[config.mk]
export PLATFORM = sky130hd
export DESIGN_NAME = bus_interface_unit
export DESIGN_NICKNAME = d
export VERILOG_FILES = /design/src/rtl/bus_interface_unit.sv
export SDC_FILE = /design/constraint.sdc
export NUM_CORES = 1
export LEC_CHECK = 0
export ABC_AREA = 1
export CORE_MARGIN = 1.5
export CORE_UTILIZATION = 35
export DETAILED_ROUTE_END_ITERATION = 10
export SYNTH_ARGS = -nofsm -noshare
export SYNTH_HDL_FRONTEND = slang
export SYNTH_SLANG_ARGS = --single-unit
[constraint.sdc]
create_clock -name CLK -period 1.54 [get_ports CLK]
set_clock_uncertainty 0.05 [all_clocks]
set_input_delay 0.231 -clock CLK [delete_from_list [all_inputs] [get_ports CLK]]
set_output_delay 0.231 -clock CLK [all_outputs]
set_load 0.02 [all_outputs]
[src/rtl/bus_interface_unit.sv]
// Bus interface unit: turns one core byte/word/long request into 68000-style
// AS/UDS/LDS/DTACK bus cycles and returns a single-cycle response.
module bus_interface_unit #(
   parameter int unsigned TIMEOUT = 255
) (
   input  logic        CLK,
   input  logic        RESET,
   input  logic        req_valid,
   output logic        req_ready,
   input  logic [23:0] req_addr,
   input  logic        req_rw,
   input  logic [1:0]  req_size,
   input  logic [31:0] req_wdata,
   input  logic [2:0]  req_fc,
   output logic        rsp_valid,
   output logic [31:0] rsp_rdata,
   output logic        rsp_berr,
   output logic        rsp_addr_err,
   output logic [22:0] A,
   output logic        AS,
   output logic        UDS,
   output logic        LDS,
   output logic        RW,
   output logic [2:0]  FC,
   input  logic [15:0] D_in,
   output logic [15:0] D_out,
   output logic        D_oe,
   input  logic        DTACK,
   input  logic        BERR
);

   localparam int unsigned AW = 24;
   localparam int unsigned DW = 16;
   localparam int unsigned RW_W = 32;
   localparam int unsigned CW = 8;
   localparam int unsigned FW = 3;

   localparam logic [1:0] SZ_BYTE = 2'b00;
   localparam logic [1:0] SZ_WORD = 2'b01;
   localparam logic [1:0] SZ_LONG = 2'b10;
   localparam logic [1:0] SZ_RSVD = 2'b11;

   localparam logic [CW-1:0] CNT_LAST = CW'(TIMEOUT - 1);

   typedef enum logic [2:0] {
      S_IDLE,
      S_ADDR,
      S_ASTB,
      S_DSTB,
      S_WAIT,
      S_TERM,
      S_AERR
   } state_e;

   state_e state_q, state_d;

   // Latched request context
   logic [1:0]      size_q, size_d;
   logic            rd_q, rd_d;
   logic            odd_q, odd_d;
   logic [DW-1:0]   wlo_q, wlo_d;
   logic            second_q, second_d;
   logic            more_q, more_d;
   logic [DW-1:0]   hi_q, hi_d;
   logic [CW-1:0]   cnt_q, cnt_d;

   // Registered bus and response outputs
   logic [AW-2:0]   a_q, a_d;
   logic            as_q, as_d;
   logic            uds_q, uds_d;
   logic            lds_q, lds_d;
   logic            rw_q, rw_d;
   logic [FW-1:0]   fc_q, fc_d;
   logic [DW-1:0]   dout_q, dout_d;
   logic            doe_q, doe_d;
   logic            rdy_q, rdy_d;
   logic            rsp_valid_q, rsp_valid_d;
   logic [RW_W-1:0] rdata_q, rdata_d;
   logic            berr_q, berr_d;
   logic            aerr_q, aerr_d;

   logic [1:0]      lanes_n;

   // Active-low {UDS, LDS} for a size/alignment: bytes pick one lane, words/longs both.
   function automatic logic [1:0] lane_strobes(input logic [1:0] size, input logic odd);
      logic [1:0] s;
      s = 2'b00;
      if (size == SZ_BYTE) s = odd ? 2'b10 : 2'b01;
      return s;
   endfunction

   // First data-bus word of a write; a long sends its high half first.
   function automatic logic [DW-1:0] first_word(input logic [1:0] size, input logic [RW_W-1:0] wd);
      logic [DW-1:0] w;
      case (size)
         SZ_BYTE: w = {wd[7:0], wd[7:0]};
         SZ_LONG: w = wd[31:16];
         default: w = wd[15:0];
      endcase
      return w;
   endfunction

   // Read data assembled from the word just terminated.
   function automatic logic [RW_W-1:0] read_data(input logic [1:0] size, input logic odd,
                                                 input logic [DW-1:0] hi, input logic [DW-1:0] d);
      logic [RW_W-1:0] r;
      case (size)
         SZ_BYTE: r = {24'h0, (odd ? d[7:0] : d[15:8])};
         SZ_LONG: r = {hi, d};
         default: r = {16'h0, d};
      endcase
      return r;
   endfunction

   always_ff @(posedge CLK) begin
      if (RESET) begin
         state_q     <= S_IDLE;
         size_q      <= SZ_BYTE;
         rd_q        <= 1'b1;
         odd_q       <= 1'b0;
         wlo_q       <= '0;
         second_q    <= 1'b0;
         more_q      <= 1'b0;
         hi_q        <= '0;
         cnt_q       <= '0;
         a_q         <= '0;
         as_q        <= 1'b1;
         uds_q       <= 1'b1;
         lds_q       <= 1'b1;
         rw_q        <= 1'b1;
         fc_q        <= '0;
         dout_q      <= '0;
         doe_q       <= 1'b0;
         rdy_q       <= 1'b1;
         rsp_valid_q <= 1'b0;
         rdata_q     <= '0;
         berr_q      <= 1'b0;
         aerr_q      <= 1'b0;
      end else begin
         state_q     <= state_d;
         size_q      <= size_d;
         rd_q        <= rd_d;
         odd_q       <= odd_d;
         wlo_q       <= wlo_d;
         second_q    <= second_d;
         more_q      <= more_d;
         hi_q        <= hi_d;
         cnt_q       <= cnt_d;
         a_q         <= a_d;
         as_q        <= as_d;
         uds_q       <= uds_d;
         lds_q       <= lds_d;
         rw_q        <= rw_d;
         fc_q        <= fc_d;
         dout_q      <= dout_d;
         doe_q       <= doe_d;
         rdy_q       <= rdy_d;
         rsp_valid_q <= rsp_valid_d;
         rdata_q     <= rdata_d;
         berr_q      <= berr_d;
         aerr_q      <= aerr_d;
      end
   end

   always_comb begin
      state_d     = state_q;
      size_d      = size_q;
      rd_d        = rd_q;
      odd_d       = odd_q;
      wlo_d       = wlo_q;
      second_d    = second_q;
      more_d      = more_q;
      hi_d        = hi_q;
      cnt_d       = cnt_q;
      a_d         = a_q;
      as_d        = as_q;
      uds_d       = uds_q;
      lds_d       = lds_q;
      rw_d        = rw_q;
      fc_d        = fc_q;
      dout_d      = dout_q;
      doe_d       = doe_q;
      rdy_d       = rdy_q;
      rsp_valid_d = 1'b0;
      rdata_d     = '0;
      berr_d      = 1'b0;
      aerr_d      = 1'b0;
      lanes_n     = lane_strobes(size_q, odd_q);

      case (state_q)
         S_IDLE: begin
            if (req_valid) begin
               size_d   = req_size;
               rd_d     = req_rw;
               odd_d    = req_addr[0];
               wlo_d    = req_wdata[15:0];
               second_d = 1'b0;
               more_d   = 1'b0;
               hi_d     = '0;
               rdy_d    = 1'b0;
               if (req_size == SZ_RSVD || (req_size != SZ_BYTE && req_addr[0])) begin
                  state_d     = S_AERR;
                  rsp_valid_d = 1'b1;
                  aerr_d      = 1'b1;
               end else begin
                  state_d = S_ADDR;
                  a_d     = req_addr[AW-1:1];
                  rw_d    = req_rw;
                  fc_d    = req_fc;
                  doe_d   = ~req_rw;
                  if (!req_rw) dout_d = first_word(req_size, req_wdata);
               end
            end
         end
         S_AERR: begin
            state_d = S_IDLE;
            rdy_d   = 1'b1;
         end
         S_ADDR: begin
            state_d = S_ASTB;
            as_d    = 1'b0;
            if (rd_q) {uds_d, lds_d} = lanes_n;
         end
         // Writes hold the lane strobes back one cycle so data is settled first
         S_ASTB: begin
            cnt_d = '0;
            if (rd_q) begin
               state_d = S_WAIT;
            end else begin
               state_d        = S_DSTB;
               {uds_d, lds_d} = lanes_n;
            end
         end
         S_DSTB: begin
            state_d = S_WAIT;
            cnt_d   = '0;
         end
         // BERR beats DTACK, DTACK beats the timeout
         S_WAIT: begin
            if (BERR || (!DTACK && cnt_q == CNT_LAST)) begin
               state_d     = S_TERM;
               {as_d, uds_d, lds_d} = 3'b111;
               doe_d       = 1'b0;
               more_d      = 1'b0;
               rsp_valid_d = 1'b1;
               berr_d      = 1'b1;
            end else if (DTACK) begin
               state_d = S_TERM;
               {as_d, uds_d, lds_d} = 3'b111;
               doe_d   = 1'b0;
               if (size_q == SZ_LONG && !second_q) begin
                  more_d = 1'b1;
                  hi_d   = D_in;
               end else begin
                  rsp_valid_d = 1'b1;
                  if (rd_q) rdata_d = read_data(size_q, odd_q, hi_q, D_in);
               end
            end else begin
               cnt_d = cnt_q + 8'd1;
            end
         end
         S_TERM: begin
            if (more_q) begin
               state_d  = S_ADDR;
               second_d = 1'b1;
               more_d   = 1'b0;
               a_d      = a_q + 23'd1;
               doe_d    = ~rd_q;
               if (!rd_q) dout_d = wlo_q;
            end else begin
               state_d = S_IDLE;
               rdy_d   = 1'b1;
            end
         end
         default: begin
            state_d = S_IDLE;
            rdy_d   = 1'b1;
         end
      endcase
   end

   assign req_ready    = rdy_q;
   assign rsp_valid    = rsp_valid_q;
   assign rsp_rdata    = rdata_q;
   assign rsp_berr     = berr_q;
   assign rsp_addr_err = aerr_q;
   assign A            = a_q;
   assign AS           = as_q;
   assign UDS          = uds_q;
   assign LDS          = lds_q;
   assign RW           = rw_q;
   assign FC           = fc_q;
   assign D_out        = dout_q;
   assign D_oe         = doe_q;

endmodule
==> metrics.yaml, run 1 <==
final_antenna_net_count: 0
dr_total_vias: 6836
maxSlewViolCount: 0
critPathMostFrequentCell: "nand2_8"
hpwl_microns: 14000
grt_max_degree: 40
outcome: "complete, but fails checks"
slowest_delay_ns: 0.32
die_area_sq_um: 18800
htreeDepth: 4
nNetsFinal: 1205
hold_ws_ns: 0.257
cts_made_buffers: 17
max_freq_ghz: 0.625
cts.hold.buffers_added: 0
dp_slack_ns: -0.382
postLayoutCellArea_sq_um: 10000
cp_top_family: "buffers and inverters"
grt_pass1_vias: 6309
max-cap-violations: 0
placed_cell_area_sq_um: 8660
yosysMostFrequentCell: "nand2_1"
row_count: 48
ios: 166
clock_sink_count: 132
drtIter0Drc: 463
ir_worst_vdd_mv: 1.15
viasPerCell: 5.04
synth_area_sq_um: 6280
setup_viol: 34
post-route-drc-count: 0
tns_ns: -0.963
ys_seq_area_frac: 0.420
synthFlopType: "dfxtp_1"
clockRootBuffer: "clkbuf_16"
hold_path.class: "in -> reg"
core-area_sq_um: 17400
tightest_slew_ns: 0.423
syn_nets: 952
grt_use_total: 0.220
min_period_over_period: 1.04
timing.reg2reg.setup_slack_ns: -0.06
endpoint_kind: "flop"
crit_fanout: 6
critPathBufInv: 4
grt_pass1_wl_microns: 32200
syn_avg_cell_area_sq_um: 7.26
grt_antenna_before_repair: 0
worst_setup_path_start_kind: "flop"
die_w_microns: 137
area.growth.synth_to_final_pct: 59.6
synthTopCellsByCount: "nand2_1 (211), dfxtp_1 (132), a21oi_1 (105)"
grt.overflow.total: 0
drive_gt1_frac: 0.253
power_mw: 15.6
cp_cell_sequence: "inv_2 -> nand2_2 -> nor2_4 -> buf_6 -> nand2_8 -> nand2_8 -> buf_8 -> clkinv_8 -> a21oi_4 -> o21a_1"
drt_wl_total_microns: 21000
n_antenna_cell: 0
path_clk_slew_ns: 0.06
synth_edf_count: 0
routabilityCongestion: 0.834
rsz0062_at_grt: "yes"
relSlewSlack: 0.717
yosysWarnings: 0
firstDrtPassIters: 5
yosys-top-cells-area: "dfxtp_1 (42%), nand2_1 (13%), a21oi_1 (8.4%), nand3_1 (5.7%), nor2_1 (4.5%)"
leakagePower_nw: 4.20
critPathKind: "reg -> reg"
initial_utilization: 0.361
cts_buffer_depth: 2
fin_crit_ns: 1.60
syn_inst: 866
cts_tree: "yes"
synthArstFlopShare: 0
yosysUniqueCellTypes: 39
wl_per_cell_microns: 15.5
violations: "setup timing"
port_buffers: 165
synth_top_area_frac: 0.420
synth-seq-cells: 132
arrival_ns: 1.92
slowest_stage: "dfxtp_2"
p_per_area_nw_per_um2: 1550
clkLatencyLatePin_ns: 0.42
yosys.area.top_type: "dfxtp_1"
critical_path_required_ns: 1.85
setup_slack_ns: -0.0613
die_y_microns: 137
final_hold_viol_count: 0
final timing paths:
check                                             start                endpoint  depth (start not counted)
worst max-delay path            state_q[1]$_SDFFE_PP0P_       A[3]$_SDFFE_PP0P_                         10
worst min-delay path                              RESET  size_q[1]$_SDFFE_PP0P_                          3
worst max register to register  state_q[1]$_SDFFE_PP0P_       A[3]$_SDFFE_PP0P_                         10
worst min register to register       FC[0]$_SDFFE_PP0P_      FC[0]$_SDFFE_PP0P_                          2
flip-flops by register name, indices dropped and copies added (netlist names), 2 cells and up:
register   count
A             23
D_out         16
FC             3
cnt_q          8
hi_q          16
rsp_rdata     32
size_q         2
state_q        3
wlo_q         16
timing repair:
item                                    in CTS  in global routing
setup buffers                               15                  7
endpoints found under the hold margin        0                  0
resized for setup                          136                107
pin swaps                                   15                 19
cloned                                       7                  6
endpoints found under the setup margin     161                121
placed cells by master (no fill, tap or decap), types with 12 or more instances in the layout:
master,instances
nand2_1,199
buf_4,71
nor3b_2,21
buf_6,18
clkdlybuf4s50_1,81
nor2_1,59
inv_1,50
nand2_2,12
a21oi_1,85
dfxtp_1,120
nor2_2,14
nand3_1,68
o21ai_1,18
o21ai_0,44
dlygate4sd2_1,76
nand4_1,14
clkbuf_16,19
a21oi_2,28
worst reg2reg max path, stage by stage (launching register included):
cell and delay, ns:
dfxtp_2 0.32, inv_2 0.07, nand2_2 0.06, nor2_4 0.15, buf_6 0.17, nand2_8 0.09, nand2_8 0.16, buf_8 0.16
clkinv_8 0.07, a21oi_4 0.11, o21a_1 0.13
routing by layer:
layer	GRT usage	up-vias	share of wire
li1	-	3400	-
met1	0.301	3174	0.46
met2	0.351	235	0.47
met3	0.0500	27	0.062
met4	0.0515	0	0.014
met5	0	-	0
final cells by class:
cell class / instances / area, sq um
inverter: 61 / 249
multi-input combinational: 634 / 3590
clock inverter: 13 / 134
clock buffer: 19 / 453
timing repair buffer: 272 / 2660
fill: 1638 / 7380
sequential: 132 / 2660
tap: 225 / 282
timing repair inverter: 1 / 8.76
cell families (layout without fill, tap and decap cells):
| family | Yosys count | after routing | synth area share |
|---|---|---|---|
| AOI/OAI and AO/OA | 193 | 193 | 0.164 |
| buffers and inverters | 104 | 366 | 0.0761 |
| and+or+nand+nor | 427 | 431 | 0.324 |
| xor gates and xnor gates | 7 | 7 | 0.00976 |
| adders and majority gates | 3 | 3 | 0.00597 |
| DFF | 132 | 132 | 0.420 |
power by group:
group / internal [mW] / switching (mW)
logic: 3.07 / 3.82
clock network: 2.36 / 1.71
registers: 4.09 / 0.532
through the flow:
stage          utilization  cells
2_1_floorplan            -    866
3_3_place_gp         0.497   1293
3_5_place_dp         0.497   1293
4_1_cts              0.550   1346
5_1_grt              0.576   1357
6_report             0.576   1357
(Power assumes the default switching activity.)
==> run 2: changes to the inputs <==
CORE_ASPECT_RATIO = 0.8   (was default)
CORE_MARGIN = default   (was 1.5)
==> run 2 against run 1 <==
  * The flow still finishes with violations (setup timing)
  * Count of clock-buffer cells in the layout down 2
  * Global-route usage up 0.76 points
  * Final area up 4.8%
  * Critical path type unchanged
==> metrics.yaml, run 2 (same netlist as run 1, synthesis figures left out) <==
n_antenna_cell: 0
setup_viol: 92
r2r_cells: 11
relSlewSlack: 0.764
violations: "setup timing"
grt_max_degree: 53
max_freq_ghz: 0.602
port_buffers: 165
max-cap-violations: 0
setup_slack_ns: -0.122
outcome: "complete, but fails checks"
min_period_over_period: 1.08
grt.overflow.total: 0
clkLatencyLatePin_ns: 0.42
grt_pass1_vias: 6174
drive_gt1_frac: 0.327
critical_path_required_ns: 1.79
drt_wl_total_microns: 22400
endpoint_kind: "flop"
crit_fanout: 8
regArea_sq_um: 2670
firstDrtPassIters: 5
die_area_sq_um: 18500
slowest_delay_ns: 0.34
slowest_stage: "dfxtp_2"
ios: 166
grt_use_total: 0.227
postLayoutCoreUtil: 0.603
tightest_slew_ns: 0.354
critPathBufInv: 2
path_clk_slew_ns: 0.06
die_y_microns: 122
maxSlewViolCount: 0
hold_path.class: "in -> reg"
core-area_sq_um: 17400
critPathKind: "reg -> reg"
die_w_microns: 152
final_common_cell: "nand2_1"
worst_setup_path_start_kind: "flop"
grt_antenna_before_repair: 0
initial_utilization: 0.361
arrival_ns: 1.92
rsz0062_at_grt: "yes"
min_path_cells: 3
row_count: 43
p_per_area_nw_per_um2: 1570
grt_pass1_wl_microns: 33100
cp_cell_sequence: "inv_4 -> nand2_4 -> nor2_4 -> nand2_4 -> nand2_8 -> nand2_8 -> nor2_4 -> buf_12 -> nand2_2 -> o21ai_1 -> nor2_1"
nNetsFinal: 1221
drtIter0Drc: 464
most-common-layout-cells: "nand2_1 (184), dfxtp_1 (118), buf_4 (83), clkdlybuf4s50_1 (81)"
htreeDepth: 4
leakagePower_nw: 4.34
cts_tree: "yes"
cts_buffer_depth: 2
final_antenna_net_count: 0
routabilityCongestion: 0.894
viasPerCell: 5.05
num-fill-cells: 1603
cts_made_buffers: 17
fin_crit_ns: 1.66
multiInputGateArea_sq_um: 3900
post-route-drc-count: 0
cp_top_family: "simple AND/OR/NAND/NOR gates"
dr_total_vias: 6937
largest_reg_flops: 32
hpwl_microns: 14300
clockRootBuffer: "clkbuf_16"
area.growth.synth_to_final_pct: 67.4
clock_sink_count: 132
wl_per_cell_microns: 16.3
ir_worst_vdd_mv: 0.908
hold_ws_ns: 0.258
final_hold_viol_count: 0
worst-path-stages: 11
[run 2: changes by cell type in the layout (fill, tap and decap cells not counted), sizes merged, moves of 3 or more]
cell and delta:
buf +14, dlygate4sd2 -7, inv -6, clkbuf +5, clkdlybuf4s15 +3, clkinv +3
[run 2: path summary, 6_finish.rpt]
check | start | end | slack [ns]
worst max-delay path | state_q[1]$_SDFFE_PP0P_ | D_out[15]$_SDFFE_PP0P_ | -0.12
worst min-delay path | RESET | cnt_q[7]$_SDFFE_PP0P_ | 0.26
worst max register to register | state_q[1]$_SDFFE_PP0P_ | D_out[15]$_SDFFE_PP0P_ | -0.12
worst min register to register | hi_q[7]$_SDFFE_PP0P_ | hi_q[7]$_SDFFE_PP0P_ | 0.41
[run 2: repair_timing]
action,4_1_cts,5_1_grt
hold buffers,0,0
pin swaps,11,45
gates resized for setup,143,196
gates cloned,6,6
setup endpoints to repair,178,133
setup buffers,14,14
[run 2: where the power goes]
part	switching, mW	total, mW	leakage, nW	internal, mW
Sequential	0.553	4.65	1.08	4.10
Clock	1.64	4.20	0.294	2.56
Combinational	4.23	7.71	2.97	3.48
[run 2: cell type report]
cell class                 count  area share
multi-input combinational    634       0.371
tap                          225      0.0268
clock buffer                  17      0.0404
clock inverter                15      0.0172
timing repair buffer         289       0.268
sequential                   132       0.254
inverter                      61      0.0238
[run 2: worst register-to-register path: cells and delay by family (launching register included)]
kind,cells,cell delay (ns)
and+or+nand+nor,8,0.86
buffers and inverters,2,0.23
DFF,1,0.34
AOI/OAI and AO/OA,1,0.07
[run 2: through the flow]
step	area (sq um)	setup TNS (ns)	worst slack, ns	instances	total power, mW
final	10500	-5.69	-0.122	1373	16.6
after global routing	10500	-13.21	-0.210	1373	17.4
after CTS	9650	-0.975	-0.0707	1354	14.9
after detailed placement	8750	-24.22	-0.394	1302	10.2
after global placement	8750	-21.56	-0.328	1302	10.2
after floorplan	6300	0	0.0493	866	7.71
[run 2: layer usage]
layer / share of wire / up-vias / GRT usage
li1: - / 3428 / -
met1: 0.47 / 3266 / 0.329
met2: 0.45 / 226 / 0.339
met3: 0.065 / 17 / 0.0537
met4: 0.0091 / 0 / 0.0531
met5: 0 / - / 0
==> run 3: changes to the inputs <==
GPL_TIMING_DRIVEN = 0   (was default)
==> run 3 against run 2 <==
  * The run still ends with setup timing left
  * Count of clock-buffer cells in the layout stayed put
  * Final area is 1.7% lower
  * Highest routed layer unchanged
  * Combinational power is 3.4% lower
  * Flip-flop and latch count stayed put
  * Via count is 2.0% higher
  * Critical path depth stayed put
  * Sequential share of layout area is 0.62 points higher
  * Fmax is 4.5% lower
  * Sequential power is 1% higher
  * Die area stayed put
  * Global-route usage is 2.0 points higher
  * Wire length is 5.9% higher
==> metrics.yaml, run 3 (same netlist as run 1, synthesis figures left out) <==
cts_made_buffers: 17
cp_cell_sequence: "inv_4 -> buf_6 -> nand3_4 -> buf_6 -> nor2_4 -> nand3b_1 -> nor2_2 -> nand2_4 -> buf_12 -> buf_12 -> nor3b_2"
grt_pass1_wl_microns: 35600
path_clk_slew_ns: 0.07
max-cap-violations: 0
critical_path_required_ns: 1.83
slowest_stage: "dfxtp_4"
wl_per_cell_microns: 17.5
fin_crit_ns: 1.74
die_w_microns: 152
row_count: 43
area.growth.synth_to_final_pct: 64.4
dp_slack_ns: -0.636
ir_worst_vdd_mv: 0.945
most-common-layout-cells: "nand2_1 (178), dfxtp_1 (110), clkdlybuf4s50_1 (81), dlygate4sd2_1 (79), a21oi_1 (62)"
hold_path.class: "in -> reg"
p_per_area_nw_per_um2: 1560
n_antenna_cell: 0
clock_sink_count: 132
htreeDepth: 4
largest_reg_flops: 32
violations: "setup timing"
routabilityCongestion: 0.940
hpwl_microns: 15700
port_buffers: 165
tightest_slew_ns: 0.891
min_period_over_period: 1.13
die_area_sq_um: 18500
max_freq_ghz: 0.575
core-area_sq_um: 17400
firstDrtPassIters: 5
postLayoutCoreUtil: 0.593
setup_viol: 93
die_y_microns: 122
post-route-drc-count: 0
critPathKind: "reg -> reg"
grt_max_degree: 17
tns_ns: -9.69
drt_wl_total_microns: 23700
grt_pass1_vias: 6511
rsz0062_at_grt: "yes"
final_antenna_net_count: 0
grt_use_total: 0.247
final_hold_viol_count: 0
viasPerCell: 5.21
drtIter0Drc: 540
cts_buffer_depth: 2
setup_slack_ns: -0.200
final_common_cell: "nand2_1"
grt.overflow.total: 0
outcome: "complete, but fails checks"
clockRootBuffer: "clkbuf_16"
cts_tree: "yes"
clkLatencyLatePin_ns: 0.42
hold_ws_ns: 0.344
arrival_ns: 2.03
crit_fanout: 5
multiInputGateArea_sq_um: 3840
leakagePower_nw: 4.22
slowest_delay_ns: 0.36
drive_gt1_frac: 0.314
num-fill-cells: 1562
relSlewSlack: 0.406
initial_utilization: 0.361
nNetsFinal: 1205
power_mw: 16.1
regArea_sq_um: 2690
grt_antenna_before_repair: 0
endpoint_kind: "flop"
ios: 166
worst_setup_path_start_kind: "flop"
timing.reg2reg.setup_slack_ns: -0.20
dr_total_vias: 7076
maxSlewViolCount: 0
## run 3: timing repair
| item | CTS | global route |
|---|---|---|
| resized for setup | 244 | 176 |
| endpoints found under the setup margin | 206 | 133 |
| setup buffers | 39 | 24 |
| pin swaps | 27 | 42 |
| hold buffers | 0 | 0 |
| gates cloned | 10 | 3 |
## run 3: metal layers
metal / vias up / wire length (microns) / global-route usage
met1: 3370 / 11100 / 0.348
met3: 24 / 1770 / 0.0601
met2: 286 / 10500 / 0.373
met4: 0 / 297 / 0.0719
li1: 3396 / - / -
met5: - / 0 / 0
## run 3: layout make-up
class	count	area share
timing repair buffer	237	0.228
multi-input combinational	630	0.371
clock buffer	17	0.0412
inverter	61	0.0254
sequential	132	0.260
buffer	40	0.0343
tap	225	0.0272
clock inverter	15	0.0130
## run 3: metrics by stage
| step | area (sq um) | instances |
|---|---|---|
| 3_3_place_gp | 8240 | 1256 |
| 3_5_place_dp | 8240 | 1256 |
| 5_1_grt | 10300 | 1357 |
| 2_1_floorplan | 6300 | 866 |
| 6_report | 10300 | 1357 |
| 4_1_cts | 9680 | 1336 |
## run 3: worst paths after layout
kind,startpoint,cells past startpoint,end
max,state_q[0]$_SDFFE_PP0P_,11,rsp_rdata[17]$_SDFF_PP0_
min,req_fc[0],3,FC[0]$_SDFFE_PP0P_
max reg2reg,state_q[0]$_SDFFE_PP0P_,11,rsp_rdata[17]$_SDFF_PP0_
min reg2reg,wlo_q[5]$_SDFFE_PP0P_,2,wlo_q[5]$_SDFFE_PP0P_
## run 3: power breakdown
| group | internal (mW) | switching, mW | leakage [nW] |
|---|---|---|---|
| registers | 4.12 | 0.591 | 1.09 |
| logic | 3.31 | 4.14 | 2.87 |
| clock network | 2.13 | 1.78 | 0.264 |
| total | 9.56 | 6.52 | 4.22 |
## run 3: critical path, delay by kind of cell, from the launching register on
kind,cells,cell delay (ns)
and+or+nand+nor,6,0.67
buffers and inverters,5,0.57
DFF,1,0.36
